`src/rtl/gait_spi_master.sv`:
```
// gait_spi_master: mode-0 SPI initiator streaming 16-bit gait words, MSB first.
// Define GAIT_SPI_CRC_EN to append and check a CRC-8 trailer byte per frame.
`timescale 1ns/1ps
module gait_spi_master #(
  parameter int CLK_DIV   = 4,
  parameter int MAX_WORDS = 18,
  parameter int CS_SETUP  = 2,
  parameter int CS_HOLD   = 2
) (
  input  logic        clk,
  input  logic        rst_n,
  input  logic        start,
  input  logic [4:0]  frame_len,
  input  logic [15:0] tx_word,
  input  logic        tx_valid,
  output logic        tx_ready,
  output logic [15:0] rx_word,
  output logic        rx_valid,
  output logic        busy,
  output logic        done,
  output logic        crc_err,
  output logic        spi_cs_n,
  output logic        spi_clk,
  output logic        spi_mosi,
  input  logic        spi_miso
);

  typedef enum logic [2:0] {
    S_IDLE, S_SETUP, S_LOAD, S_SHIFT, S_CRC, S_HOLD
  } state_t;

  state_t state, state_nxt;

  logic [15:0] tmr;
  logic [15:0] tx_sh;
  logic [15:0] rx_sh;
  logic [4:0]  bit_cnt;
  logic [4:0]  words_left;
  logic [4:0]  len_clamp;
  logic [1:0]  miso_q;
  logic        miso_s;
  logic        div_end, in_bits, rise, fall;
  logic        word_end, setup_end, hold_end;
  logic        accept, last_word;

  assign miso_s    = miso_q[1];
  assign spi_mosi  = tx_sh[15];
  assign len_clamp = (frame_len > 5'(MAX_WORDS)) ?
                     5'(MAX_WORDS) : frame_len;

  // start is blocked while done is high so cs_n stays up a cycle
  assign accept    = (state == S_IDLE) && start &&
                     (frame_len != 5'd0) && !done;
  assign div_end   = (tmr == 16'(CLK_DIV - 1));
  assign in_bits   = (state == S_SHIFT) || (state == S_CRC);
  assign rise      = in_bits && div_end && !spi_clk;
  assign fall      = in_bits && div_end && spi_clk;
  assign word_end  = (state == S_SHIFT) && fall &&
                     (bit_cnt == 5'd15);
  assign setup_end = (state == S_SETUP) &&
                     (tmr == 16'(CS_SETUP - 1));
  assign hold_end  = (state == S_HOLD) &&
                     (tmr == 16'(CS_HOLD - 1));
  assign last_word = (words_left == 5'd1);

`ifdef GAIT_SPI_CRC_EN
  logic [7:0] crc_tx, crc_rx;
  logic       crc_bad, crc_end;

  assign crc_end = (state == S_CRC) && fall &&
                   (bit_cnt == 5'd7);

  function automatic logic [7:0] crc8_step(
    input logic [7:0] c,
    input logic       b
  );
    return {c[6:0], 1'b0} ^ ({8{c[7] ^ b}} & 8'h07);
  endfunction
`endif

  always_ff @(posedge clk or negedge rst_n) begin
    if (!rst_n) state <= S_IDLE;
    else        state <= state_nxt;
  end

  always_comb begin
    state_nxt = state;
    case (state)
      S_IDLE:  if (accept)    state_nxt = S_SETUP;
      S_SETUP: if (setup_end) state_nxt = S_LOAD;
      S_LOAD:  if (tx_valid)  state_nxt = S_SHIFT;
      S_SHIFT: begin
        if (word_end) begin
          if (!last_word) state_nxt = S_LOAD;
`ifdef GAIT_SPI_CRC_EN
          else            state_nxt = S_CRC;
`else
          else            state_nxt = S_HOLD;
`endif
        end
      end
`ifdef GAIT_SPI_CRC_EN
      S_CRC:   if (crc_end)   state_nxt = S_HOLD;
`else
      S_CRC:                  state_nxt = S_IDLE;
`endif
      S_HOLD:  if (hold_end)  state_nxt = S_IDLE;
      default:                state_nxt = S_IDLE;
    endcase
  end

  always_comb begin
    tx_ready = (state == S_LOAD);
  end

  always_ff @(posedge clk or negedge rst_n) begin
    if (!rst_n) begin
      spi_cs_n   <= 1'b1;
      spi_clk    <= 1'b0;
      tx_sh      <= '0;
      rx_sh      <= '0;
      rx_word    <= '0;
      rx_valid   <= 1'b0;
      busy       <= 1'b0;
      done       <= 1'b0;
      tmr        <= '0;
      bit_cnt    <= '0;
      words_left <= '0;
      miso_q     <= '0;
    end else begin
      rx_valid <= 1'b0;
      done     <= 1'b0;
      miso_q   <= {miso_q[0], spi_miso};
      case (state)
        S_IDLE: begin
          if (accept) begin
            spi_cs_n   <= 1'b0;
            busy       <= 1'b1;
            tmr        <= '0;
            words_left <= len_clamp;
          end
        end
        S_SETUP: tmr <= setup_end ? '0 : tmr + 16'd1;
        S_LOAD: begin
          if (tx_valid) begin
            tx_sh   <= tx_word;
            tmr     <= '0;
            bit_cnt <= '0;
          end
        end
        S_SHIFT, S_CRC: begin
          tmr <= div_end ? '0 : tmr + 16'd1;
          if (rise) begin
            spi_clk <= 1'b1;
            rx_sh   <= {rx_sh[14:0], miso_s};
          end
          if (fall) begin
            spi_clk <= 1'b0;
            bit_cnt <= bit_cnt + 5'd1;
            tx_sh   <= {tx_sh[14:0], 1'b0};
          end
          if (word_end) begin
            rx_word    <= rx_sh;
            rx_valid   <= 1'b1;
            words_left <= words_left - 5'd1;
`ifdef GAIT_SPI_CRC_EN
            if (last_word) begin
              tx_sh   <= {crc_tx, 8'h00};
              bit_cnt <= '0;
            end
`endif
          end
        end
        S_HOLD: begin
          tmr <= tmr + 16'd1;
          if (hold_end) begin
            spi_cs_n <= 1'b1;
            busy     <= 1'b0;
            done     <= 1'b1;
          end
        end
        default: ;
      endcase
    end
  end

`ifdef GAIT_SPI_CRC_EN
  always_ff @(posedge clk or negedge rst_n) begin
    if (!rst_n) begin
      crc_tx  <= '0;
      crc_rx  <= '0;
      crc_bad <= 1'b0;
      crc_err <= 1'b0;
    end else begin
      if (accept) begin
        crc_tx  <= '0;
        crc_rx  <= '0;
        crc_bad <= 1'b0;
        crc_err <= 1'b0;
      end
      // both CRCs advance on the sampling edge, payload words only
      if ((state == S_SHIFT) && rise) begin
        crc_tx <= crc8_step(crc_tx, tx_sh[15]);
        crc_rx <= crc8_step(crc_rx, miso_s);
      end
      if (crc_end)  crc_bad <= (rx_sh[7:0] != crc_rx);
      if (hold_end) crc_err <= crc_bad;
    end
  end
`else
  assign crc_err = 1'b0;
`endif

endmodule
```
`config.mk`:
```
export PLATFORM = sky130hd
export DESIGN_NAME = gait_spi_master
export DESIGN_NICKNAME = d
export VERILOG_FILES = /design/src/rtl/gait_spi_master.sv
export SDC_FILE = /design/constraint.sdc
export NUM_CORES = 1
export LEC_CHECK = 0
export BUFFER_PORTS_ARGS = -buffer_cell sky130_fd_sc_hd__buf_4
export CORE_AREA = 2 2 122 124
export DETAILED_ROUTE_END_ITERATION = 8
export DIE_AREA = 0 0 124 126
export SETUP_SLACK_MARGIN = 0.5
export SLEW_MARGIN = 15
export SYNTH_ARGS = -nofsm -noshare
export SYNTH_HDL_FRONTEND = slang
export SYNTH_SLANG_ARGS = --single-unit
```
`constraint.sdc`:
```
create_clock -name clk -period 5.99 [get_ports clk]
set_input_delay 0.8985 -clock clk [delete_from_list [all_inputs] [get_ports clk]]
set_output_delay 0.8985 -clock clk [all_outputs]
set_load 0.1 [all_outputs]
```
Word level (Yosys, flattened, before mapping)
Cells that the tools add are included.

Register bits after elaboration: 84. Bits in latches: 0. RAM bits: 0. Bits in read-only memories: 0. Bits of input ports: 26. Output and inout bits: 24. Logic and storage cells: 96. Memories kept: 0.

Add/sub/neg operators: 3. Multipliers: 0. Divide/modulo/power cells: 0. Magnitude comparators: 1. Eq/ne operators: 16. Shifts and indexed selects: 0. Multiplexer cells: 34. Bitwise logic cells: 0. Reduce and logical (&&, ||, !) cells: 29.

Operators by type and width (count): 16-bit 2-to-1 mux (6); 16-bit case mux with 5 select lines (1); 16-bit case mux with 2 select lines (1); 5-bit 2-to-1 mux (5); 5-bit case mux with 2 select lines (2); 3-bit 2-to-1 mux (6); 16-bit by 1-bit adder with 16-bit output (second input constant) (1); 16-bit by 1-bit == test with 1-bit output (second input constant) (1); 16-bit by 2-bit == test with 1-bit output (second input constant) (1); 3-bit case mux with 5 select lines (1); 2-bit != test (second input constant) (7); 3-bit AND reduction (4); 1-bit logical AND (10); 1-bit 2-to-1 mux (10); 5-bit nonzero test (2); 2-bit nonzero test (4); 3-bit by 2-bit == test with 1-bit output (second input constant) (2); 3-bit == test (second input constant) (2); 2-bit AND reduction (3); 5-bit by 1-bit adder with 5-bit output (second input constant) (1); 5-bit by 1-bit == test with 1-bit output (second input constant) (1); 5-bit by 4-bit == test with 1-bit output (second input constant) (1); 5-bit > comparator (second input constant) (1); 5-bit AND reduction (1); other kinds (7) (9).

Depth between registers and ports, before layout
Depth in word-level cells: 8. Gate-level depth with buffers: 8. Mapped depth without buffers: 7.

Least setup slack after synthesis
OpenSTA, ideal clock, no wires.

Path kind: register -> register. Start: register state[0]. End: register tx_sh[6]. Library setup time: 65 ps. Arrival: 4011 ps. Required time: 5925 ps. Slack: 1914 ps. Stages on the path, launching flop included: 9. Buffers on the path: 4. Clock period less this slack: 4076 ps. Cell sequence: dfrtp_1 > buf_4 > nor3b_1 > and2_1 > clkbuf_1 > nand2b_1 > clkbuf_1 > buf_2 > o221a_2.

Elaborated cells between the ends (all ways): 12. Classes of those cells: eq/ne: 5; mux: 1; reduce/logical: 6.

RTL lines: start: declaration (line 32) `state_t state, state_nxt;`; start signal: assignment (line 83) `else state <= state_nxt;`; 3-bit by 2-bit == test with 1-bit output *; named net tx_ready (line 16) `output logic tx_ready,`; 2-bit != test (no source line) or 2-bit nonzero test (tied branches); 3-bit AND reduction (no source line); end signal: assignment (line 146) `tx_sh <= tx_word;`; end signal: assignment (line 160) `tx_sh <= {tx_sh[14:0], 1'b0};`; end: declaration (line 35) `logic [15:0] tx_sh;`.

The timed path passes the listed nets; every way through them passes the cells marked *. A chain may end at the register's enable or synchronous reset.

Worst setup path after layout
Start: register tmr[0]. End: register tx_sh[1].

Cells in the longest elaborated chain, start to end: 5.

RTL lines: start: declaration (line 34) `logic [15:0] tmr;`; start signal: assignment (line 143) `S_SETUP: tmr <= setup_end ? '0 : tmr + 16'd1;`; start signal: assignment (line 152) `tmr <= div_end ? '0 : tmr + 16'd1;`; start signal: assignment (line 175) `tmr <= tmr + 16'd1;`; 16-bit by 2-bit == test with 1-bit output (line 54) `assign div_end = (tmr == 16'(CLK_DIV - 1));`; 1-bit logical AND (2 in series) (line 57) `assign fall = in_bits && div_end && spi_clk;`; 2-bit != test (no source line); 3-bit AND reduction (no source line).

No other way between the ends.

==> summary.md <==
| Metric | Value |
|---|---|
| Global-route wire length before repair | `about 15,000 µm` |
| Initial core utilization | `between 20% and 30%` |
| Final core occ | `about a third` |
| Core Footprint | `~14,000 µm²` |
| RSZ-0062 raised after global routing | `no` |
| FF+latch count, synth | `between 80 and 90` |
| Critical Path Start | `tmr[0]$_DFFE_PN0P_` |
| Outcome | `finished, final reports clean` |
| Max Cap Viol | `0` |
| Hold_sp | `miso_q[0]$_DFF_PN0_` |
| Arr. time, crit path | `3.36 ns` |
| Commonest non-fill, non-tap cell in the layout | `dfrtp_1` |
| CTS buffer count | `9` |
| P_leak | `2.270 nW` |
| Reg2Reg Depth | `6` |
| TritonCTS Sinks | `84` |
| Final TNS setup | `0 ns` |
| # diodes | `0` |
| Crit Path Class | `flip-flop to flip-flop` |
| Worst reg2reg endpoint | `tx_sh[1]$_DFFE_PN0P_` |
| Layout area overhead | `17.73%` |
| Die height | `126 µm` |
| Fin Clk Skew | `between 0.008 and 0.009 ns` |
| Fraction of layout cells with a size suffix above 1 | `approximately 30%` |
| Drt pass-1 iters | `5` |
| Synth async-reset ratio | `100.0%` |
| Avg Inst Size Synth | `approximately 11 µm²` |
| Layout fillers | `~1,400` |
| GRT Overall Usage | `a little under an eighth` |
| Register area share after synthesis | `50.10%` |
| Crit path launch type | `flip-flop` |
| Clock transition at path regs | `~0.06 ns` |
| DRC viols | `0` |
| DP HPWL | `between 5000 and 6000 µm` |
| Hold Path Depth | `0` |
| Hold WC Path Type | `flip-flop to flip-flop` |
| Launch point of the worst reg-to-reg path | `tmr[0]$_DFFE_PN0P_` |
| GRT met2 Usage | `between 10% and 20%` |
| Buffers on Ports | `48` |
| Total Wirelength | `around 9000 µm` |
| Pwr/cell area | `231.8 nW/µm²` |
| Number of cell rows | `44` |
| Crit. End Element | `flip-flop` |
| Clock Tree Root | `clkbuf_16` |
| Routed length per placed instance | `between 10 and 15 µm` |
| Clk Latency, worst-skew pair | `0.34 ns` |
| Period utilization | `around half` |
| Setup-failing EPs final | `0` |
| DRT iter0 DRCs | `roughly 240` |
| Most used flip-flop cell after synthesis | `dfrtp_1` |
| Total congestion overflow | `0` |
| Worst reg2reg setup slack | `between 2 and 3 ns` |
| Via count | `between 3,000 and 4,000` |
| Post-synth EDFFs | `0` |
| CTS tree | `done` |
| Post-route ant nets | `0` |
| Most frequent cells in the layout | `dfrtp_1 (83), buf_4 (50), nand2_1 (29)` |
| GR Util met3 | `3.216%` |
| Die area | `15,620 µm²` |
| Final Worst Setup Slack | `slightly below 3 ns` |
| Average vias per placed instance | `roughly 5.1` |
| Mapped Nets | `between 400 and 500` |
| Final hold slack | `0.3488 ns` |
| Fin nets | `around 450` |
| Fmax | `324.2 MHz` |
| Post-synth cell types | `60` |
| CTS-repair resized insts | `0` |
| DP Worst Slack | `just under 3 ns` |
| Cells after Synth | `between 300 and 400` |
| H-tree levels | `3` |
| Maximum clock path buffer count | `2` |
| Initial antenna violation count | `0` |
| Met1 usage | `16.25%` |
| Max-Slew Margin vs Limit | `between 30 and 40%` |
| CP max FO | `20` |
| Worst EP required | `6.26 ns` |
| Placed cell count | `a little under 600` |
| Min cycle time layout | `3.085 ns` |
| Die span in x | `between 100 and 150 µm` |
| I/O pin cnt | `50` |
| Post-CTS Hold Buffers | `0` |
| Synthesis warning total | `0` |
| Cell area after synthesis | `approximately 4200 µm²` |
| Hold endpoint | `miso_q[1]$_DFF_PN0_` |
| Vias in the first global route | `between 3,000 and 4,000` |
| Slew @ Worst Pin | `approximately 0.94 ns` |
| Post-CTS setup buffer count | `0` |
| Maximum VDD drop | `about 0.00012 V` |
| RePlAce Congestion | `0.8521` |
| GRT Max-Usage Layer | `met2` |
| Max Slew Vio Count | `0` |
| Pin count of the biggest net entering global routing | `roughly 70` |
| Number of hold violations in the final report | `0` |
| Finished Layout Cells | `~610` |
-- cells by family after synthesis --
| group | Yosys count | share of synthesized area (%) |
|---|---|---|
| AOI/OAI and AO/OA | 80 | 14.10 |
| muxes | 39 | 11.06 |
| xor gates and xnor gates | 1 | 0.2087 |
| DFF | 84 | 50.10 |
| and+or+nand+nor | 135 | 18.12 |
| buffers and inverters | 34 | 4.530 |
| adders and majority gates | 6 | 1.788 |
| other | 1 | 0.08933 |
-- report_power, final --
part / internal [mW] / leakage, nW / switching [mW]
Combinational: 0.0146 / 1.02 / 0.0202
Sequential: 0.569 / 1.11 / 0.00128
Clock: 0.308 / 0.143 / 0.233
-- metrics by stage --
step	power [mW]	instance area [µm²]
3_3_place_gp	0.6154	4647
5_1_grt	1.188	4942
4_1_cts	1.161	4942
3_5_place_dp	0.6162	4647
6_report	1.146	4942
2_1_floorplan	0.5901	4198
-- state kept, by name, indices dropped and copies added (netlist names), 2 cells and up --
signal / flops
bit_cnt: 5
miso_q: 2
rx_sh: 16
rx_word: 16
state: 3
tmr: 16
tx_sh: 16
words_left: 5
-- Yosys cell counts (all sizes together), types with 3 or more instances --
cell / number / share of area (%)
a211oi: 3 / 0.54
a21o: 5 / 0.89
a21oi: 10 / 1.2
a22oi: 4 / 0.72
a31oi: 4 / 0.60
and2: 5 / 0.75
and3: 6 / 0.92
buf: 13 / 2.7
clkbuf: 12 / 1.1
dfrtp: 83 / 49
ha: 6 / 1.8
inv: 9 / 0.80
mux2: 32 / 9.4
mux2i: 7 / 1.7
nand2: 29 / 2.6
nand2b: 20 / 3.0
nand3: 12 / 1.4
nand4: 8 / 1.3
nor2: 19 / 1.8
nor3: 12 / 1.4
nor4: 5 / 1.5
o21ai: 18 / 2.1
o221a: 15 / 4.0
o22ai: 6 / 0.89
or3: 3 / 0.45
-- layer usage --
metal	vias to the layer above	part of all wire [%]
li1	1461	-
met1	1527	48
met2	59	46
met3	15	4.4
met4	0	1.8
met5	-	0
-- worst max path at each step --
stage and endpoint:
2_1_floorplan tx_sh[6]$_DFFE_PN0P_, 3_3_place_gp tx_sh[3]$_DFFE_PN0P_, 3_5_place_dp tx_sh[15]$_DFFE_PN0P_, 4_1_cts tx_sh[1]$_DFFE_PN0P_, 5_1_grt tx_sh[3]$_DFFE_PN0P_, 6_report tx_sh[1]$_DFFE_PN0P_
-- layout make-up --
class | count | area, µm² | share of cell area [%]
multi-input cells | 262 | 1904 | 38.53
inverters | 9 | 33.78 | 0.6835
repair buffers | 50 | 375.4 | 7.595
flip-flops and latches | 84 | 2103 | 42.56
well taps | 184 | 230.2 | 4.658
clock buffers | 11 | 252.7 | 5.114
clock inverters | 5 | 42.54 | 0.8608
-- worst max-delay path: stages (launching register included) --
cell	delay, ns
dfrtp_1	0.41
ha_1	0.23
nor4b_1	0.40
and4_2	0.34
nand3_1	0.58
nand2b_1	0.75
o221a_2	0.31
(Power assumes the default switching activity.)
